`src/rtl/pipeline_hazard_controller_pkg.sv`:
```
// Shared types and constants for the pipeline hazard controller.
// Imported by the interface, the detect sub-module and the top.
package hazard_pkg;

  // Sequencer states: normal running, draining before halt, halted.
  typedef enum logic [1:0] {
    RUN    = 2'd0,
    DRAIN  = 2'd1,
    HALTED = 2'd2
  } hz_state_t;

  // Register index of a7 (x17), which carries the ECALL service number.
  localparam int X17_IDX = 17;

  // Service number in x17 that requests program exit.
  localparam int ECALL_EXIT_CODE = 10;

  // x0 is hard-wired to zero, so a load into it never creates a hazard.
  localparam int ZERO_REG = 0;

  // One bundle of pipeline controls.
  // Bit order (MSB first): pc_write, if_id_write, if_id_flush,
  // id_ex_write, id_ex_bubble, ex_mem_write, mem_wb_bubble.
  typedef struct packed {
    logic pc_write;
    logic if_id_write;
    logic if_id_flush;
    logic id_ex_write;
    logic id_ex_bubble;
    logic ex_mem_write;
    logic mem_wb_bubble;
  } pipe_ctrl_t;

  // Everything off: used in reset and once halted.
  localparam pipe_ctrl_t CTRL_OFF    = 7'b000_0000;
  // Every stage advances, no bubbles.
  localparam pipe_ctrl_t CTRL_NORMAL = 7'b110_1010;
  // Whole pipe frozen behind the data memory, MEM/WB gets a NOP.
  localparam pipe_ctrl_t CTRL_FREEZE = 7'b000_0001;
  // Redirect PC, squash IF/ID and ID/EX wrong-path instructions.
  localparam pipe_ctrl_t CTRL_FLUSH  = 7'b111_1110;
  // Hold PC and IF/ID, insert a bubble into EX.
  localparam pipe_ctrl_t CTRL_STALL  = 7'b000_1110;
  // Stop fetching, let older instructions retire downstream.
  localparam pipe_ctrl_t CTRL_DRAIN  = 7'b011_1110;

endpackage

```
`src/rtl/pipeline_hazard_controller_if.sv`:
```
// Bundle of stage decode flags and pipeline controls exchanged between
// the datapath (master) and the hazard controller (slave).
interface pipeline_hazard_controller_if #(
  parameter int REG_ADDR_W = 5,
  parameter int XLEN       = 32,
  parameter int CNT_W      = 32
);

  logic [REG_ADDR_W-1:0] id_rs1;
  logic [REG_ADDR_W-1:0] id_rs2;
  logic                  id_use_rs1;
  logic                  id_use_rs2;
  logic                  id_is_ecall;
  logic [XLEN-1:0]       id_x17_value;
  logic [REG_ADDR_W-1:0] ex_rd;
  logic                  ex_reg_write;
  logic                  ex_mem_read;
  logic [REG_ADDR_W-1:0] mem_rd;
  logic                  mem_mem_read;
  logic                  ex_mispredict;
  logic                  dmem_req;
  logic                  dmem_ready;

  logic                  pc_write;
  logic                  if_id_write;
  logic                  if_id_flush;
  logic                  id_ex_write;
  logic                  id_ex_bubble;
  logic                  ex_mem_write;
  logic                  mem_wb_bubble;
  logic                  is_halted;
  logic [CNT_W-1:0]      stall_cycles;
  logic [CNT_W-1:0]      flush_count;

  modport master (
    output id_rs1, id_rs2, id_use_rs1, id_use_rs2, id_is_ecall, id_x17_value,
           ex_rd, ex_reg_write, ex_mem_read, mem_rd, mem_mem_read,
           ex_mispredict, dmem_req, dmem_ready,
    input  pc_write, if_id_write, if_id_flush, id_ex_write, id_ex_bubble,
           ex_mem_write, mem_wb_bubble, is_halted, stall_cycles, flush_count
  );

  modport slave (
    input  id_rs1, id_rs2, id_use_rs1, id_use_rs2, id_is_ecall, id_x17_value,
           ex_rd, ex_reg_write, ex_mem_read, mem_rd, mem_mem_read,
           ex_mispredict, dmem_req, dmem_ready,
    output pc_write, if_id_write, if_id_flush, id_ex_write, id_ex_bubble,
           ex_mem_write, mem_wb_bubble, is_halted, stall_cycles, flush_count
  );

endinterface

```
`src/rtl/pipeline_hazard_controller_hazard_detect.sv`:
```
// Combinational hazard compare: load-use against the instruction in EX,
// and ECALL reading x17 while an older instruction is still producing it.
module hazard_detect
  import hazard_pkg::*;
#(
  parameter int REG_ADDR_W = 5
) (
  input  logic [REG_ADDR_W-1:0] id_rs1,
  input  logic [REG_ADDR_W-1:0] id_rs2,
  input  logic                  id_use_rs1,
  input  logic                  id_use_rs2,
  input  logic                  id_is_ecall,
  input  logic [REG_ADDR_W-1:0] ex_rd,
  input  logic                  ex_reg_write,
  input  logic                  ex_mem_read,
  input  logic [REG_ADDR_W-1:0] mem_rd,
  input  logic                  mem_mem_read,
  output logic                  load_use,
  output logic                  ecall_hazard
);

  logic rs1_match;
  logic rs2_match;
  logic ex_writes_x17;
  logic mem_loads_x17;

  // A load in EX cannot forward in time; an ECALL needs x17 settled, which
  // a pending ALU write in EX or a load in MEM would not yet provide.
  always_comb begin
    rs1_match     = id_use_rs1 && (id_rs1 == ex_rd);
    rs2_match     = id_use_rs2 && (id_rs2 == ex_rd);
    load_use      = ex_mem_read && (ex_rd != REG_ADDR_W'(ZERO_REG)) &&
                    (rs1_match || rs2_match);
    ex_writes_x17 = ex_reg_write && (ex_rd == REG_ADDR_W'(X17_IDX));
    mem_loads_x17 = mem_mem_read && (mem_rd == REG_ADDR_W'(X17_IDX));
    ecall_hazard  = id_is_ecall && (ex_writes_x17 || mem_loads_x17);
  end

endmodule

```
`src/rtl/pipeline_hazard_controller.sv`:
```
// Central stall/flush/halt sequencer for the 5-stage pipeline.
// Controls are combinational from the current state and stage flags so a
// hazard is handled in the cycle it appears; state, halt flag and the
// performance counters are registered.
module pipeline_hazard_controller
  import hazard_pkg::*;
#(
  parameter int REG_ADDR_W   = 5,
  parameter int XLEN         = 32,
  parameter int DRAIN_CYCLES = 3,
  parameter int CNT_W        = 32
) (
  input  logic clk,
  input  logic reset_n,
  pipeline_hazard_controller_if.slave bus
);

  localparam int DCW = (DRAIN_CYCLES < 2) ? 1 : $clog2(DRAIN_CYCLES + 1);
  // The ECALL resolve cycle already behaves as the first drain cycle, so
  // the DRAIN state itself lasts DRAIN_CYCLES-1 unfrozen cycles.
  localparam logic [DCW-1:0] DRAIN_LAST =
    (DRAIN_CYCLES < 2) ? '0 : DCW'(DRAIN_CYCLES - 1);

  hz_state_t        state;
  hz_state_t        next_state;
  logic [DCW-1:0]   drain_cnt;
  logic [DCW-1:0]   next_drain_cnt;
  logic [DCW-1:0]   drain_inc;
  logic             is_halted_q;
  logic [CNT_W-1:0] stall_q;
  logic [CNT_W-1:0] flush_q;
  logic             stall_inc;
  logic             flush_inc;
  logic             freeze;
  logic             exit_request;
  logic             load_use;
  logic             ecall_hazard;
  pipe_ctrl_t       ctrl_raw;
  pipe_ctrl_t       ctrl;

  hazard_detect #(
    .REG_ADDR_W (REG_ADDR_W)
  ) u_detect (
    .id_rs1       (bus.id_rs1),
    .id_rs2       (bus.id_rs2),
    .id_use_rs1   (bus.id_use_rs1),
    .id_use_rs2   (bus.id_use_rs2),
    .id_is_ecall  (bus.id_is_ecall),
    .ex_rd        (bus.ex_rd),
    .ex_reg_write (bus.ex_reg_write),
    .ex_mem_read  (bus.ex_mem_read),
    .mem_rd       (bus.mem_rd),
    .mem_mem_read (bus.mem_mem_read),
    .load_use     (load_use),
    .ecall_hazard (ecall_hazard)
  );

  assign freeze       = bus.dmem_req && !bus.dmem_ready;
  assign exit_request = bus.id_is_ecall &&
                        (bus.id_x17_value == XLEN'(ECALL_EXIT_CODE));
  assign drain_inc    = drain_cnt + DCW'(1);

  // Prioritised control selection and next-state logic; freeze outranks
  // everything so a mispredict waits in EX until memory answers.
  always_comb begin
    ctrl_raw       = CTRL_OFF;
    next_state     = state;
    next_drain_cnt = drain_cnt;
    stall_inc      = 1'b0;
    flush_inc      = 1'b0;
    unique case (state)
      RUN: begin
        if (freeze) begin
          ctrl_raw  = CTRL_FREEZE;
          stall_inc = 1'b1;
        end else if (bus.ex_mispredict) begin
          ctrl_raw  = CTRL_FLUSH;
          flush_inc = 1'b1;
        end else if (ecall_hazard) begin
          ctrl_raw  = CTRL_STALL;
          stall_inc = 1'b1;
        end else if (exit_request) begin
          ctrl_raw       = CTRL_DRAIN;
          next_state     = DRAIN;
          next_drain_cnt = '0;
        end else if (load_use) begin
          ctrl_raw  = CTRL_STALL;
          stall_inc = 1'b1;
        end else begin
          ctrl_raw = CTRL_NORMAL;
        end
      end
      DRAIN: begin
        if (freeze) begin
          ctrl_raw  = CTRL_FREEZE;
          stall_inc = 1'b1;
        end else begin
          ctrl_raw       = CTRL_DRAIN;
          next_drain_cnt = drain_inc;
          if (drain_inc >= DRAIN_LAST) begin
            next_state = HALTED;
          end
        end
      end
      HALTED: begin
        ctrl_raw = CTRL_OFF;
      end
      default: begin
        ctrl_raw   = CTRL_OFF;
        next_state = RUN;
      end
    endcase
  end

  // Force every enable and bubble low while reset is held.
  always_comb begin
    ctrl = reset_n ? ctrl_raw : CTRL_OFF;
  end

  // Sequencer state, halt flag and saturating performance counters.
  always_ff @(posedge clk or negedge reset_n) begin
    if (!reset_n) begin
      state       <= RUN;
      drain_cnt   <= '0;
      is_halted_q <= 1'b0;
      stall_q     <= '0;
      flush_q     <= '0;
    end else begin
      state       <= next_state;
      drain_cnt   <= next_drain_cnt;
      is_halted_q <= (next_state == HALTED);
      if (stall_inc && (stall_q != '1)) begin
        stall_q <= stall_q + CNT_W'(1);
      end
      if (flush_inc && (flush_q != '1)) begin
        flush_q <= flush_q + CNT_W'(1);
      end
    end
  end

  assign bus.pc_write      = ctrl.pc_write;
  assign bus.if_id_write   = ctrl.if_id_write;
  assign bus.if_id_flush   = ctrl.if_id_flush;
  assign bus.id_ex_write   = ctrl.id_ex_write;
  assign bus.id_ex_bubble  = ctrl.id_ex_bubble;
  assign bus.ex_mem_write  = ctrl.ex_mem_write;
  assign bus.mem_wb_bubble = ctrl.mem_wb_bubble;
  assign bus.is_halted     = is_halted_q;
  assign bus.stall_cycles  = stall_q;
  assign bus.flush_count   = flush_q;

endmodule

```
`src/flat_wrapper.sv`:
```
// flat-port wrapper written by rule: the top's interface ports become plain ports
module pipeline_hazard_controller_flat import hazard_pkg::*;
#(
  parameter int REG_ADDR_W   = 5,
  parameter int XLEN         = 32,
  parameter int DRAIN_CYCLES = 3,
  parameter int CNT_W        = 32
)
  (clk, reset_n, bus_id_rs1, bus_id_rs2, bus_id_use_rs1, bus_id_use_rs2, bus_id_is_ecall, bus_id_x17_value, bus_ex_rd, bus_ex_reg_write, bus_ex_mem_read, bus_mem_rd, bus_mem_mem_read, bus_ex_mispredict, bus_dmem_req, bus_dmem_ready, bus_pc_write, bus_if_id_write, bus_if_id_flush, bus_id_ex_write, bus_id_ex_bubble, bus_ex_mem_write, bus_mem_wb_bubble, bus_is_halted, bus_stall_cycles, bus_flush_count);
  pipeline_hazard_controller_if #(.REG_ADDR_W(REG_ADDR_W), .XLEN(XLEN), .CNT_W(CNT_W)) bus_i ();
  input  logic clk;
  input  logic reset_n;
  input wire logic [$bits(bus_i.id_rs1)-1:0] bus_id_rs1;
  input wire logic [$bits(bus_i.id_rs2)-1:0] bus_id_rs2;
  input wire logic [$bits(bus_i.id_use_rs1)-1:0] bus_id_use_rs1;
  input wire logic [$bits(bus_i.id_use_rs2)-1:0] bus_id_use_rs2;
  input wire logic [$bits(bus_i.id_is_ecall)-1:0] bus_id_is_ecall;
  input wire logic [$bits(bus_i.id_x17_value)-1:0] bus_id_x17_value;
  input wire logic [$bits(bus_i.ex_rd)-1:0] bus_ex_rd;
  input wire logic [$bits(bus_i.ex_reg_write)-1:0] bus_ex_reg_write;
  input wire logic [$bits(bus_i.ex_mem_read)-1:0] bus_ex_mem_read;
  input wire logic [$bits(bus_i.mem_rd)-1:0] bus_mem_rd;
  input wire logic [$bits(bus_i.mem_mem_read)-1:0] bus_mem_mem_read;
  input wire logic [$bits(bus_i.ex_mispredict)-1:0] bus_ex_mispredict;
  input wire logic [$bits(bus_i.dmem_req)-1:0] bus_dmem_req;
  input wire logic [$bits(bus_i.dmem_ready)-1:0] bus_dmem_ready;
  output wire logic [$bits(bus_i.pc_write)-1:0] bus_pc_write;
  output wire logic [$bits(bus_i.if_id_write)-1:0] bus_if_id_write;
  output wire logic [$bits(bus_i.if_id_flush)-1:0] bus_if_id_flush;
  output wire logic [$bits(bus_i.id_ex_write)-1:0] bus_id_ex_write;
  output wire logic [$bits(bus_i.id_ex_bubble)-1:0] bus_id_ex_bubble;
  output wire logic [$bits(bus_i.ex_mem_write)-1:0] bus_ex_mem_write;
  output wire logic [$bits(bus_i.mem_wb_bubble)-1:0] bus_mem_wb_bubble;
  output wire logic [$bits(bus_i.is_halted)-1:0] bus_is_halted;
  output wire logic [$bits(bus_i.stall_cycles)-1:0] bus_stall_cycles;
  output wire logic [$bits(bus_i.flush_count)-1:0] bus_flush_count;
  assign bus_i.id_rs1 = bus_id_rs1;
  assign bus_i.id_rs2 = bus_id_rs2;
  assign bus_i.id_use_rs1 = bus_id_use_rs1;
  assign bus_i.id_use_rs2 = bus_id_use_rs2;
  assign bus_i.id_is_ecall = bus_id_is_ecall;
  assign bus_i.id_x17_value = bus_id_x17_value;
  assign bus_i.ex_rd = bus_ex_rd;
  assign bus_i.ex_reg_write = bus_ex_reg_write;
  assign bus_i.ex_mem_read = bus_ex_mem_read;
  assign bus_i.mem_rd = bus_mem_rd;
  assign bus_i.mem_mem_read = bus_mem_mem_read;
  assign bus_i.ex_mispredict = bus_ex_mispredict;
  assign bus_i.dmem_req = bus_dmem_req;
  assign bus_i.dmem_ready = bus_dmem_ready;
  assign bus_pc_write = bus_i.pc_write;
  assign bus_if_id_write = bus_i.if_id_write;
  assign bus_if_id_flush = bus_i.if_id_flush;
  assign bus_id_ex_write = bus_i.id_ex_write;
  assign bus_id_ex_bubble = bus_i.id_ex_bubble;
  assign bus_ex_mem_write = bus_i.ex_mem_write;
  assign bus_mem_wb_bubble = bus_i.mem_wb_bubble;
  assign bus_is_halted = bus_i.is_halted;
  assign bus_stall_cycles = bus_i.stall_cycles;
  assign bus_flush_count = bus_i.flush_count;
  pipeline_hazard_controller #(.REG_ADDR_W(REG_ADDR_W), .XLEN(XLEN), .DRAIN_CYCLES(DRAIN_CYCLES), .CNT_W(CNT_W)) u_core (.clk(clk), .reset_n(reset_n), .bus(bus_i));
endmodule
```
`config.mk`:
```
export PLATFORM = sky130hd
export DESIGN_NAME = pipeline_hazard_controller_flat
export DESIGN_NICKNAME = d
export VERILOG_FILES = /design/src/rtl/pipeline_hazard_controller_pkg.sv /design/src/rtl/pipeline_hazard_controller_if.sv /design/src/rtl/pipeline_hazard_controller_hazard_detect.sv /design/src/rtl/pipeline_hazard_controller.sv /design/src/flat_wrapper.sv
export SDC_FILE = /design/constraint.sdc
export NUM_CORES = 1
export LEC_CHECK = 0
export BUFFER_PORTS_ARGS = -buffer_cell sky130_fd_sc_hd__buf_2
export CAP_MARGIN = 20
export CORE_MARGIN = 2
export CORE_UTILIZATION = 45
export DETAILED_ROUTE_END_ITERATION = 16
export GPL_TIMING_DRIVEN = 0
export PLACE_DENSITY_LB_ADDON = 0.08
export SYNTH_ARGS = -nofsm -noshare
export SYNTH_HDL_FRONTEND = slang
export SYNTH_SLANG_ARGS = --single-unit
```
`constraint.sdc`:
```
create_clock -name clk -period 2.15 [get_ports clk]
set_clock_uncertainty 0.1 [all_clocks]
set_input_delay 0.3225 -clock clk [delete_from_list [all_inputs] [get_ports clk]]
set_output_delay 0.3225 -clock clk [all_outputs]
set_load 0.05 [all_outputs]
```
==> summary.md <==
| Metric | Value |
|---|---|
| Hold Path Class | `in -> async` |
| M1 WL | `4.58 mm` |
| CTS buffer count | `9` |
| Post-route cell area | `0.00578 mm^2` |
| Nets | `613` |
| DR vias | `3524` |
| Post-synthesis cell area | `0.00366 mm^2` |
| Peak supply drop | `418 uV` |
| Die area | `0.00888 mm^2` |
| Die X | `94.2 um` |
| Status | `finished with violations` |
| Max_cap viols | `0` |
| Share of cells above drive strength 1 | `57.0%` |
| Failing checks | `negative hold slack, negative setup slack` |
| Initial antenna violation count | `0` |
| CP Class | `in -> out` |
| Yosys warning total | `0` |
| P&R area growth vs syn | `57.8%` |
| Top_reg_cell synth | `dfrtp_1` |
| Asr flop ratio synth | `100%` |
| Vias in the first global route | `3360` |
| Crit Reg-Reg Endpoint | `u_core.bus.stall_cycles[1]` |
| WL/cell | `16.3 um` |
| Commonest cells after routing, fill and taps aside | `117 x buf_2, 45 x xnor2_1, 44 x buf_4` |
| Starting DRT DRC Count | `145` |
| Total global-route track usage | `22.1%` |
| DRC viols | `0` |
| Fmax | `443 MHz` |
| IO Count | `135` |
| Root Driver | `clkbuf_8` |
| Crit Reg-Reg Startpoint | `u_core.bus.stall_cycles[4]` |
| Largest net degree at the start of global routing | `72` |
| RePlAce Congestion | `0.786` |
| Drt pass-1 iters | `6` |
| Post-synth EDFFs | `0` |
| CP required | `1.73 ns` |
| Core footprint | `0.00781 mm^2` |
| Port bufs | `134` |
| Part of the cycle the worst path needs | `105%` |
| Vias per cell | `5.38` |
| DP Area | `0.00464 mm^2` |
| Power consumption | `0.00260 W` |
| CP Launch Type | `input port` |
| Tmin final | `2.26 ns` |
| Leak Pwr | `2.76 nW` |
| Seq/Total Area, Yosys | `47.1%` |
| Routed Antenna Nets | `0` |
| Endpoints failing hold | `69` |
| Worst slew pin tran | `0.527 ns` |
| Syn nets | `422` |
| Clock transition at path regs | `0.07 ns` |
| Worst Setup End Kind | `primary output` |
| Setup WS pre-CTS | `-0.438 ns` |
| Global-route wire length before repair | `15.6 mm` |
| Routed wl met3 | `506 um` |
| Worst skew pair latency | `0.34 ns` |
| Initial core utilization | `46.9%` |
| Ant. Diodes | `0` |
| Mean post-synth cell area | `10.3 um^2` |
| Final WS setup | `-0.105 ns` |
| Most common cell after layout, fill and taps aside | `buf_2` |
| Worst slew margin | `64.9%` |
| Htree depth | `3` |
| Worst reg2reg path depth | `9` |
| Met2 Wirelength | `5.37 mm` |
| Clk buf depth | `2` |
| Max FO, Critical Path | `2` |
| CTS tree | `built` |
| Row cnt | `32` |
| Die Ht | `94.2 um` |
| Setup slack, reg-to-reg | `-0.07 ns` |
| HPWL Detailed | `6.61 mm` |
| Clk sinks | `69` |
| Critical Path AT | `1.83 ns` |
| Routed WL | `10.6 mm` |
| RSZ-0062 raised after global routing | `true` |
| Count of unique library cells instantiated by Yosys | `45` |
| Mapped Cells | `357` |
| Yosys reg bits | `69` |
| Slew Limit Fails | `0` |
| Top Metal Used | `met4` |
| GRT overflow | `0` |
| Worst hold margin | `-0.200 ns` |
| Power density cells | `450 mW/mm^2` |
| Final setup violation count | `33` |
## metal layers
metal,global-route usage [%],vias up
li1,-,1669
met1,28.2,1745
met2,37.4,91
met3,5.54,19
met4,6.16,0
met5,0,-
## stage by stage
| stage | TNS (ns) | util (%) | std cells | hold slack (ns) |
|---|---|---|---|---|
| 3_5_place_dp | -12.21 | 59.4 | 593 | 0.370 |
| 5_1_grt | -3.89 | 74.1 | 655 | -0.143 |
| 6_report | -1.22 | 74.1 | 655 | -0.200 |
| 2_1_floorplan | -6.25 | - | 357 | -0.0731 |
| 4_1_cts | -0.0863 | 66.8 | 637 | -0.163 |
| 3_3_place_gp | -15.78 | 59.4 | 593 | 0.367 |
## worst max-delay path: stages
cell and delay, ns:
buf_2 0.12, nor4_4 0.29, nand4_1 0.17, or4_4 0.49
a31oi_4 0.22, nor3_4 0.05, buf_6 0.16
## cell type report
type	count	area [um^2]
clock inverters	5	60.1
flip-flops and latches	69	1760
repair buffers	180	1170
plain buffers	11	124
clock buffers	11	141
well taps	102	128
multi-input cells	270	2370
inverters	7	26.3
fillers	550	2030
## synthesized netlist by cell type (2+ instances only)
cell	number	share of area [%]
ha_1	2	0.68
xnor2_1	53	13
or4_1	2	0.41
nor3_1	5	0.68
and3_1	14	2.4
nor4b_1	2	0.48
nor4_1	11	1.9
nor2b_1	3	0.51
xor2_1	19	4.5
and4_1	9	2.2
nand4_1	28	4.8
a31oi_1	2	0.34
nor2_1	17	1.7
buf_4	3	0.61
o21bai_1	2	0.41
a21oi_1	5	0.68
buf_6	3	0.92
nand3_1	25	3.4
o31ai_1	2	0.41
dfrtp_1	69	47
nand2_1	37	3.8
nor4b_2	2	0.82
buf_2	3	0.41
and2_1	5	0.85
nand4b_1	2	0.48
clkbuf_1	2	0.20
or3_1	3	0.51
inv_1	7	0.72
o21ai_0	4	0.55
## sequential cells by signal, indices dropped and copies added (netlist names)
signal,cells
u_core.bus.flush_count,32
u_core.bus.is_halted,1
u_core.drain_cnt,2
u_core.state,2
u_core.bus.stall_cycles,32
## worst max path at each step
| stage | cells after the start | end | slack [ns] | from |
|---|---|---|---|---|
| final | 7 | bus_pc_write | -0.11 | bus_id_x17_value[29] |
| after global routing | 8 | bus_if_id_flush | -0.17 | bus_id_x17_value[21] |
| after CTS | 6 | bus_pc_write | -0.07 | bus_id_x17_value[18] |
| after detailed placement | 4 | bus_id_ex_bubble | -0.44 | reset_n |
| after global placement | 4 | bus_id_ex_bubble | -1.13 | reset_n |
| after floorplan | 8 | u_core.bus.stall_cycles[1] | -0.28 | u_core.bus.stall_cycles[11] |
## where the power goes
group,switching [W],internal (W)
combinational,0.000124,0.0000976
sequential,0.00000779,0.00130
clock,0.000499,0.000570
## cell families (layout without fill, tap and decap cells)
group                      Yosys count  after routing  synth area share, %
buffers and inverters               18            214                 2.87
xor gates and xnor gates            72             72                 17.2
DFF                                 69             69                 47.1
muxes                                2              2                0.615
adders and majority gates            2              2                0.683
and+or+nand+nor                    172            172                 27.0
AOI/OAI and AO/OA                   22             22                 4.47
## timing repair
| item | in CTS | in global routing |
|---|---|---|
| endpoints found under the hold margin | 69 | 69 |
| setup endpoints to repair | 46 | 51 |
| cloned | 0 | 2 |
| setup buffers | 28 | 16 |
| resized for setup | 43 | 80 |
| pin swaps | 14 | 39 |
Note: power is estimated with default switching activity, not from simulation.
